<file path="config.mk">
export PLATFORM = sky130hd
export DESIGN_NAME = axi_filter_rd_perm
export DESIGN_NICKNAME = d
export VERILOG_FILES = /design/src/rtl/axi_filter_rd_perm.sv
export SDC_FILE = /design/constraint.sdc
export NUM_CORES = 1
export LEC_CHECK = 0
export BUFFER_PORTS_ARGS = -buffer_cell sky130_fd_sc_hd__buf_2
export CORE_AREA = 4 4 239 241
export DETAILED_ROUTE_END_ITERATION = 8
export DIE_AREA = 0 0 243 245
export PLACE_DENSITY = 0.52
export SLEW_MARGIN = 20
export SYNTH_ARGS = -nofsm -noshare
export SYNTH_HDL_FRONTEND = slang
export SYNTH_SLANG_ARGS = --single-unit
export TNS_END_PERCENT = 20
</file>
<file path="constraint.sdc">
create_clock -name i_clk -period 9.9 [get_ports i_clk]
set_clock_uncertainty 0.1 [all_clocks]
set_input_delay 0.99 -clock i_clk [delete_from_list [all_inputs] [get_ports i_clk]]
set_output_delay 0.99 -clock i_clk [all_outputs]
set_load 0.02 [all_outputs]
</file>
<file path="src/rtl/axi_filter_rd_perm.sv">
// Purpose: AXI read-channel filter; forwards bursts fully inside an enabled readable range, answers others with error beats.
// Latency: AR is registered (1 cycle, 1 AR per 2 cycles); R pass-through is combinational (0 cycles).
// Backpressure: AR stalls while the slice is full or in-flight limit is reached; error beats hold under R backpressure.
module axi_filter_rd_perm #(
  parameter int          AXI_ADDR_WIDTH      = 32,
  parameter int          AXI_DATA_WIDTH      = 64,
  parameter int          AXI_ID_WIDTH        = 7,
  parameter int          AXI_USER_WIDTH      = 4,
  parameter int          NBR_RANGE           = 4,
  parameter int          NBR_OUTSTANDING_REQ = 4,
  parameter logic [1:0]  ERR_RESP            = 2'b11,
  parameter int          ERR_CNT_WIDTH       = 16
) (
  input  logic                                      i_clk,
  input  logic                                      i_rst,
  input  logic [NBR_RANGE-1:0][AXI_ADDR_WIDTH-1:0]  START_ADDR,
  input  logic [NBR_RANGE-1:0][AXI_ADDR_WIDTH-1:0]  STOP_ADDR,
  input  logic [NBR_RANGE-1:0]                      i_range_rd_en,
  // slave-side AR
  input  logic                                      axi_in_ar_valid,
  output logic                                      axi_in_ar_ready,
  input  logic [AXI_ADDR_WIDTH-1:0]                 axi_in_ar_addr,
  input  logic [2:0]                                axi_in_ar_prot,
  input  logic [3:0]                                axi_in_ar_region,
  input  logic [7:0]                                axi_in_ar_len,
  input  logic [2:0]                                axi_in_ar_size,
  input  logic [1:0]                                axi_in_ar_burst,
  input  logic                                      axi_in_ar_lock,
  input  logic [3:0]                                axi_in_ar_cache,
  input  logic [3:0]                                axi_in_ar_qos,
  input  logic [AXI_ID_WIDTH-1:0]                   axi_in_ar_id,
  input  logic [AXI_USER_WIDTH-1:0]                 axi_in_ar_user,
  // slave-side R
  output logic                                      axi_in_r_valid,
  input  logic                                      axi_in_r_ready,
  output logic [AXI_DATA_WIDTH-1:0]                 axi_in_r_data,
  output logic [1:0]                                axi_in_r_resp,
  output logic                                      axi_in_r_last,
  output logic [AXI_ID_WIDTH-1:0]                   axi_in_r_id,
  output logic [AXI_USER_WIDTH-1:0]                 axi_in_r_user,
  // master-side AR
  output logic                                      axi_out_ar_valid,
  input  logic                                      axi_out_ar_ready,
  output logic [AXI_ADDR_WIDTH-1:0]                 axi_out_ar_addr,
  output logic [2:0]                                axi_out_ar_prot,
  output logic [3:0]                                axi_out_ar_region,
  output logic [7:0]                                axi_out_ar_len,
  output logic [2:0]                                axi_out_ar_size,
  output logic [1:0]                                axi_out_ar_burst,
  output logic                                      axi_out_ar_lock,
  output logic [3:0]                                axi_out_ar_cache,
  output logic [3:0]                                axi_out_ar_qos,
  output logic [AXI_ID_WIDTH-1:0]                   axi_out_ar_id,
  output logic [AXI_USER_WIDTH-1:0]                 axi_out_ar_user,
  // master-side R
  input  logic                                      axi_out_r_valid,
  output logic                                      axi_out_r_ready,
  input  logic [AXI_DATA_WIDTH-1:0]                 axi_out_r_data,
  input  logic [1:0]                                axi_out_r_resp,
  input  logic                                      axi_out_r_last,
  input  logic [AXI_ID_WIDTH-1:0]                   axi_out_r_id,
  input  logic [AXI_USER_WIDTH-1:0]                 axi_out_r_user,
  // violation reporting
  output logic [ERR_CNT_WIDTH-1:0]                  o_err_cnt,
  output logic [AXI_ADDR_WIDTH-1:0]                 o_err_addr,
  output logic                                      o_err_irq,
  input  logic                                      i_err_clr
);

  localparam int CW  = $clog2(NBR_OUTSTANDING_REQ + 1);
  localparam int AW1 = AXI_ADDR_WIDTH + 1;

  typedef struct packed {
    logic [AXI_ADDR_WIDTH-1:0] addr;
    logic [2:0]                prot;
    logic [3:0]                region;
    logic [7:0]                len;
    logic [2:0]                size;
    logic [1:0]                burst;
    logic                      lock;
    logic [3:0]                cache;
    logic [3:0]                qos;
    logic [AXI_ID_WIDTH-1:0]   id;
    logic [AXI_USER_WIDTH-1:0] user;
  } ar_t;

  typedef enum logic [1:0] {PASS, DRAIN, ERR} state_t;

  state_t          state_q, state_d;
  ar_t             in_ar, slice;
  logic            slice_vld, slice_allow;
  logic [CW-1:0]   cnt;
  logic [7:0]      beat_cnt;
  logic [AW1-1:0]  beats_x, bytes_x, lo_x, hi_x;
  logic            allow_in;
  logic            out_ar_vld, err_beat, err_done, pass_en;
  logic            in_ar_hs, out_ar_hs, r_last_hs;

  assign in_ar = {axi_in_ar_addr, axi_in_ar_prot, axi_in_ar_region, axi_in_ar_len,
                  axi_in_ar_size, axi_in_ar_burst, axi_in_ar_lock, axi_in_ar_cache,
                  axi_in_ar_qos, axi_in_ar_id, axi_in_ar_user};

  // Burst window of the incoming AR and its match against the enabled readable ranges.
  // WRAP lengths are powers of two by protocol, so the alignment is a simple mask.
  always_comb begin
    beats_x  = AW1'({1'b0, axi_in_ar_len}) + AW1'(1);
    bytes_x  = beats_x << axi_in_ar_size;
    lo_x     = {1'b0, axi_in_ar_addr};
    allow_in = 1'b0;
    if (axi_in_ar_burst == 2'b00) bytes_x = AW1'(1) << axi_in_ar_size;
    if (axi_in_ar_burst == 2'b10) lo_x = lo_x & ~(bytes_x - AW1'(1));
    hi_x = lo_x + bytes_x - AW1'(1);
    if (axi_in_ar_burst != 2'b11 && !hi_x[AXI_ADDR_WIDTH]) begin
      for (int r = 0; r < NBR_RANGE; r++) begin
        if (i_range_rd_en[r] && lo_x[AXI_ADDR_WIDTH-1:0] >= START_ADDR[r]
            && hi_x[AXI_ADDR_WIDTH-1:0] <= STOP_ADDR[r])
          allow_in = 1'b1;
      end
    end
  end

  assign axi_in_ar_ready  = !i_rst && !slice_vld && (state_q == PASS);
  assign in_ar_hs         = axi_in_ar_valid && axi_in_ar_ready;
  assign axi_out_ar_valid = out_ar_vld && !i_rst;
  assign out_ar_hs        = axi_out_ar_valid && axi_out_ar_ready;
  assign r_last_hs        = axi_out_r_valid && axi_out_r_ready && axi_out_r_last;
  assign {axi_out_ar_addr, axi_out_ar_prot, axi_out_ar_region, axi_out_ar_len,
          axi_out_ar_size, axi_out_ar_burst, axi_out_ar_lock, axi_out_ar_cache,
          axi_out_ar_qos, axi_out_ar_id, axi_out_ar_user} = slice;

  // Next-state: a blocked AR waits for forwarded traffic to drain, then emits its error beats.
  always_comb begin
    state_d    = state_q;
    out_ar_vld = 1'b0;
    err_beat   = 1'b0;
    err_done   = 1'b0;
    case (state_q)
      PASS: begin
        out_ar_vld = slice_vld && slice_allow && (cnt < CW'(NBR_OUTSTANDING_REQ));
        if (in_ar_hs && !allow_in) state_d = DRAIN;
      end
      DRAIN: if (cnt == '0) state_d = ERR;
      ERR: begin
        err_beat = !i_rst;
        if (err_beat && axi_in_r_ready && beat_cnt == 8'd0) begin
          err_done = 1'b1;
          state_d  = PASS;
        end
      end
      default: state_d = PASS;
    endcase
  end

  // R mux: slave traffic passes straight through except while error beats are generated.
  always_comb begin
    pass_en         = !i_rst && (state_q != ERR);
    axi_out_r_ready = pass_en && axi_in_r_ready;
    axi_in_r_valid  = pass_en && axi_out_r_valid;
    axi_in_r_data   = pass_en ? axi_out_r_data : '0;
    axi_in_r_resp   = pass_en ? axi_out_r_resp : 2'b00;
    axi_in_r_last   = pass_en && axi_out_r_last;
    axi_in_r_id     = pass_en ? axi_out_r_id   : '0;
    axi_in_r_user   = pass_en ? axi_out_r_user : '0;
    if (err_beat) begin
      axi_in_r_valid = 1'b1;
      axi_in_r_resp  = ERR_RESP;
      axi_in_r_last  = (beat_cnt == 8'd0);
      axi_in_r_id    = slice.id;
    end
  end

  // FSM state register.
  always_ff @(posedge i_clk) begin
    if (i_rst) state_q <= PASS;
    else       state_q <= state_d;
  end

  // AR slice, in-flight counter, error beat counter and violation reporting.
  always_ff @(posedge i_clk) begin
    if (i_rst) begin
      slice_vld   <= 1'b0;
      slice_allow <= 1'b0;
      slice       <= '0;
      cnt         <= '0;
      beat_cnt    <= '0;
      o_err_cnt   <= '0;
      o_err_addr  <= '0;
      o_err_irq   <= 1'b0;
    end else begin
      if (in_ar_hs) begin
        slice_vld   <= 1'b1;
        slice       <= in_ar;
        slice_allow <= allow_in;
      end else if (out_ar_hs || err_done) begin
        slice_vld   <= 1'b0;
      end
      if (out_ar_hs && !r_last_hs)      cnt <= cnt + CW'(1);
      else if (!out_ar_hs && r_last_hs) cnt <= cnt - CW'(1);
      if (state_q == DRAIN && state_d == ERR)
        beat_cnt <= slice.len;
      else if (err_beat && axi_in_r_ready && beat_cnt != 8'd0)
        beat_cnt <= beat_cnt - 8'd1;
      o_err_irq <= err_done;
      if (i_err_clr) begin
        o_err_cnt  <= '0;
        o_err_addr <= '0;
      end else if (err_done) begin
        if (o_err_cnt != '1) o_err_cnt <= o_err_cnt + ERR_CNT_WIDTH'(1);
        o_err_addr <= slice.addr;
      end
    end
  end

endmodule

</file>
==> results.yml <==
power:
  vdd_drop_max_mv: 0.108
  total_leakage_power_nw: 10.5
  power_density_nw_per_um2: 128
place:
  gp_congestion: 0.931
  dpl.hpwl_um: 58100
  placedCellCount: 3364
  portBuffers: 619
floorplan:
  start_util_pct: 27.6
  die-area_um2: 59500
  die_w_um: 243
  coreArea_um2: 54900
  top_level_ports: 620
  die_h_um: 245
  fp-row-count: 86
logic_synthesis:
  synth_enable_flop_cells: 0
  synth.ff_latch_count: 136
  yosysWarnings: 0
  synth_fp_nets: 2827
  synth_cell_types: 73
  yosysSeqAreaShare_pct: 18.0
  synth-async-reset-ratio_pct: 0
  synth_ff_type: "dfxtp_1"
  synth_area_um2: 15100
  synthCells: 2100
  syn_area_per_cell_um2: 7.21
global_route:
  track_usage_pct: 21.6
  antenna_found_initial: 26
  grt_pass1_wl_um: 99600
  grt_max_degree: 76
  grt_overflow: 0
  grt_pass1_vias: 16600
worst_setup_path:
  critPathLaunchType: "primary input"
  crit_type: "in -> reg"
  critPathMaxStageDelay_ns: 0.59
  required_ns: 10.09
  critPathMaxFanout: 7
  worstPathArrival_ns: 8.84
  endpoint_kind: "flip-flop"
  crit_top_cell: "ha_1"
  slowest_stage: "mux4_2"
cts:
  htree_levels: 4
  clkSlewWorstSetupHoldPaths_ns: 0.06
  clk_path_buf_depth: 2
  clkLatencyLatePin_ns: 0.43
  cts_buffers: 17
  cts_tree: "done"
  clock-sinks: 136
  cts_hold_buf: 0
  ctsResizeCount: 0
  cts.root.buffer_cell: "clkbuf_16"
  post_cts_buffers: 0
drt:
  avgViaCountPerCell: 4.96
  drt-initial-drc-count: 1182
  wl_per_cell_um: 20.0
  first_pass_iters: 5
  wl_um: 68100
  antenna_left: 0
  drc: 0
  vias: 16900
timing:
  fmax_mhz: 116
  finalHoldViolCount: 0
  period_needed_ns: 8.65
  fin_hold_ws_ns: 0.352
  worstMarginPinSlew_ns: 0.994
  slew_violations: 0
  slew_headroom_pct: 32.9
  grt_setup_unrepaired: "false"
  final.period_utilization_pct: 87.4
  setup_tns_ns: 0
  finalSetupViolCount: 0
flow_run:
  max_cap_viol_count: 0
layout:
  area_delta_synth_final_pct: 29.2
  drive_gt1_share_pct: 25.3
  fin_nets: 3406
  final_cells: 3410
status:
  status: "complete, no violations"
worst_hold_path:
  min_path_type: "reg -> reg"
[state kept, by name (all words and copies together), names as in the netlist]
register           cells
slice_allow            1
axi_out_ar_qos         4
axi_out_ar_prot        3
o_err_addr            32
axi_out_ar_lock        1
o_err_irq              1
axi_out_ar_burst       2
axi_out_ar_addr       32
o_err_cnt             16
cnt                    3
axi_out_ar_region      4
axi_out_ar_size        3
axi_out_ar_id          7
axi_out_ar_user        4
axi_out_ar_len         8
axi_out_ar_cache       4
beat_cnt               8
state_q                2
slice_vld              1
[cell usage in the layout (no fill, tap or decap), types with 14 or more instances in the layout]
cell type	n
nor2_1	76
diode_2	14
buf_2	618
a21oi_1	253
dfxtp_1	136
nor4_1	15
nand2b_1	15
nand4_1	58
inv_1	310
clkbuf_16	17
and2_1	92
nand3_1	38
nor2b_1	15
o21a_1	17
nor3_1	15
o21ai_0	70
xnor2_1	38
xor2_1	22
a21o_1	43
a211oi_1	17
nand2_1	330
ha_1	308
[worst max-delay path, delay by kind of cell]
family,cells,cell delay [ns]
AND/OR/NAND/NOR,7,1.74
buffers and inverters,3,0.28
adder cells (fa/ha/maj),5,1.64
multiplexers,1,0.59
AO/OA/AOI/OAI,15,3.39
XOR/XNOR,1,0.19
[cells in the mapped netlist, drive strengths merged (8+ instances only)]
cell / number / share of area [%]
o21a: 17 / 0.84
nand2: 331 / 8.2
buf: 9 / 0.45
and2: 93 / 3.8
ha: 308 / 25
and4: 10 / 0.58
dfxtp: 136 / 18
nand4: 58 / 2.4
nor2: 77 / 1.9
clkbuf: 55 / 1.4
o21bai: 9 / 0.45
nand2b: 15 / 0.62
nor4: 15 / 0.62
and3: 11 / 0.49
xnor2: 38 / 2.2
nor3: 15 / 0.50
inv: 311 / 7.7
o21ai: 75 / 2.5
xor2: 22 / 1.3
nor2b: 15 / 0.62
a21o: 43 / 2.1
a221oi: 8 / 0.46
a21oi: 253 / 8.4
or3: 10 / 0.41
a31oi: 13 / 0.54
a211oi: 18 / 0.98
nand3: 42 / 1.5
o211ai: 12 / 0.59
[metal layers]
metal / GRT usage [%] / vias up / part of all wire, % / wire length [um]
li1: - / 8425 / - / -
met1: 29.3 / 7786 / 46 / 31000
met2: 34.3 / 589 / 45 / 30600
met3: 5.34 / 92 / 7.3 / 4950
met4: 5.43 / 10 / 2.1 / 1430
met5: 0 / - / 0.10 / 71
[where the power goes]
group	leakage, nW	switching, mW	internal (mW)
sequential	1.10	0.0171	0.567
clock	0.299	0.271	0.393
combinational	9.10	0.765	0.494
total	10.5	1.05	1.45
[logic make-up after synthesis]
family	synth area share, %
xor+xnor	3.47
buf+inv	9.54
flops	18.0
fa+ha+maj	25.7
simple gates	22.7
mux	0.554
compound gates	20.1
[per-stage QoR]
stage	utilization, %	setup slack [ns]	total power [mW]	cell area (um2)
5_1_grt	35.6	0.656	2.72	19500
6_report	35.6	1.25	2.51	19600
2_1_floorplan	-	2.53	1.41	15100
3_5_place_dp	34.5	0.934	1.84	18900
4_1_cts	35.6	1.36	2.53	19500
3_3_place_gp	34.5	1.28	1.81	18900
[final timing paths]
| path | from | endpoint | slack (ns) | cells after the start |
|---|---|---|---|---|
| hold reg to reg | o_err_addr[21]$_SDFFE_PP0P_ | o_err_addr[21]$_SDFFE_PP0P_ | 0.35 | 2 |
| setup / recovery | axi_in_ar_len[0] | state_q[0]$_SDFF_PP0_ | 1.25 | 32 |
| hold / removal | o_err_addr[21]$_SDFFE_PP0P_ | o_err_addr[21]$_SDFFE_PP0P_ | 0.35 | 2 |
| setup reg to reg | beat_cnt[0]$_SDFFE_PP0P_ | o_err_cnt[15]$_SDFFE_PP0P_ | 5.96 | 11 |
[area by class of cell]
| cell class | count | area, um2 |
|---|---|---|
| antenna | 14 | 35.0 |
| clock buffer | 19 | 453 |
| clock inverter | 13 | 160 |
| fill | 5892 | 35300 |
| inverter | 312 | 1170 |
| multi-input combinational | 1588 | 11000 |
| sequential | 136 | 2720 |
| tap | 704 | 881 |
| timing repair buffer | 624 | 3140 |
Power figures use the tool's default switching activity.
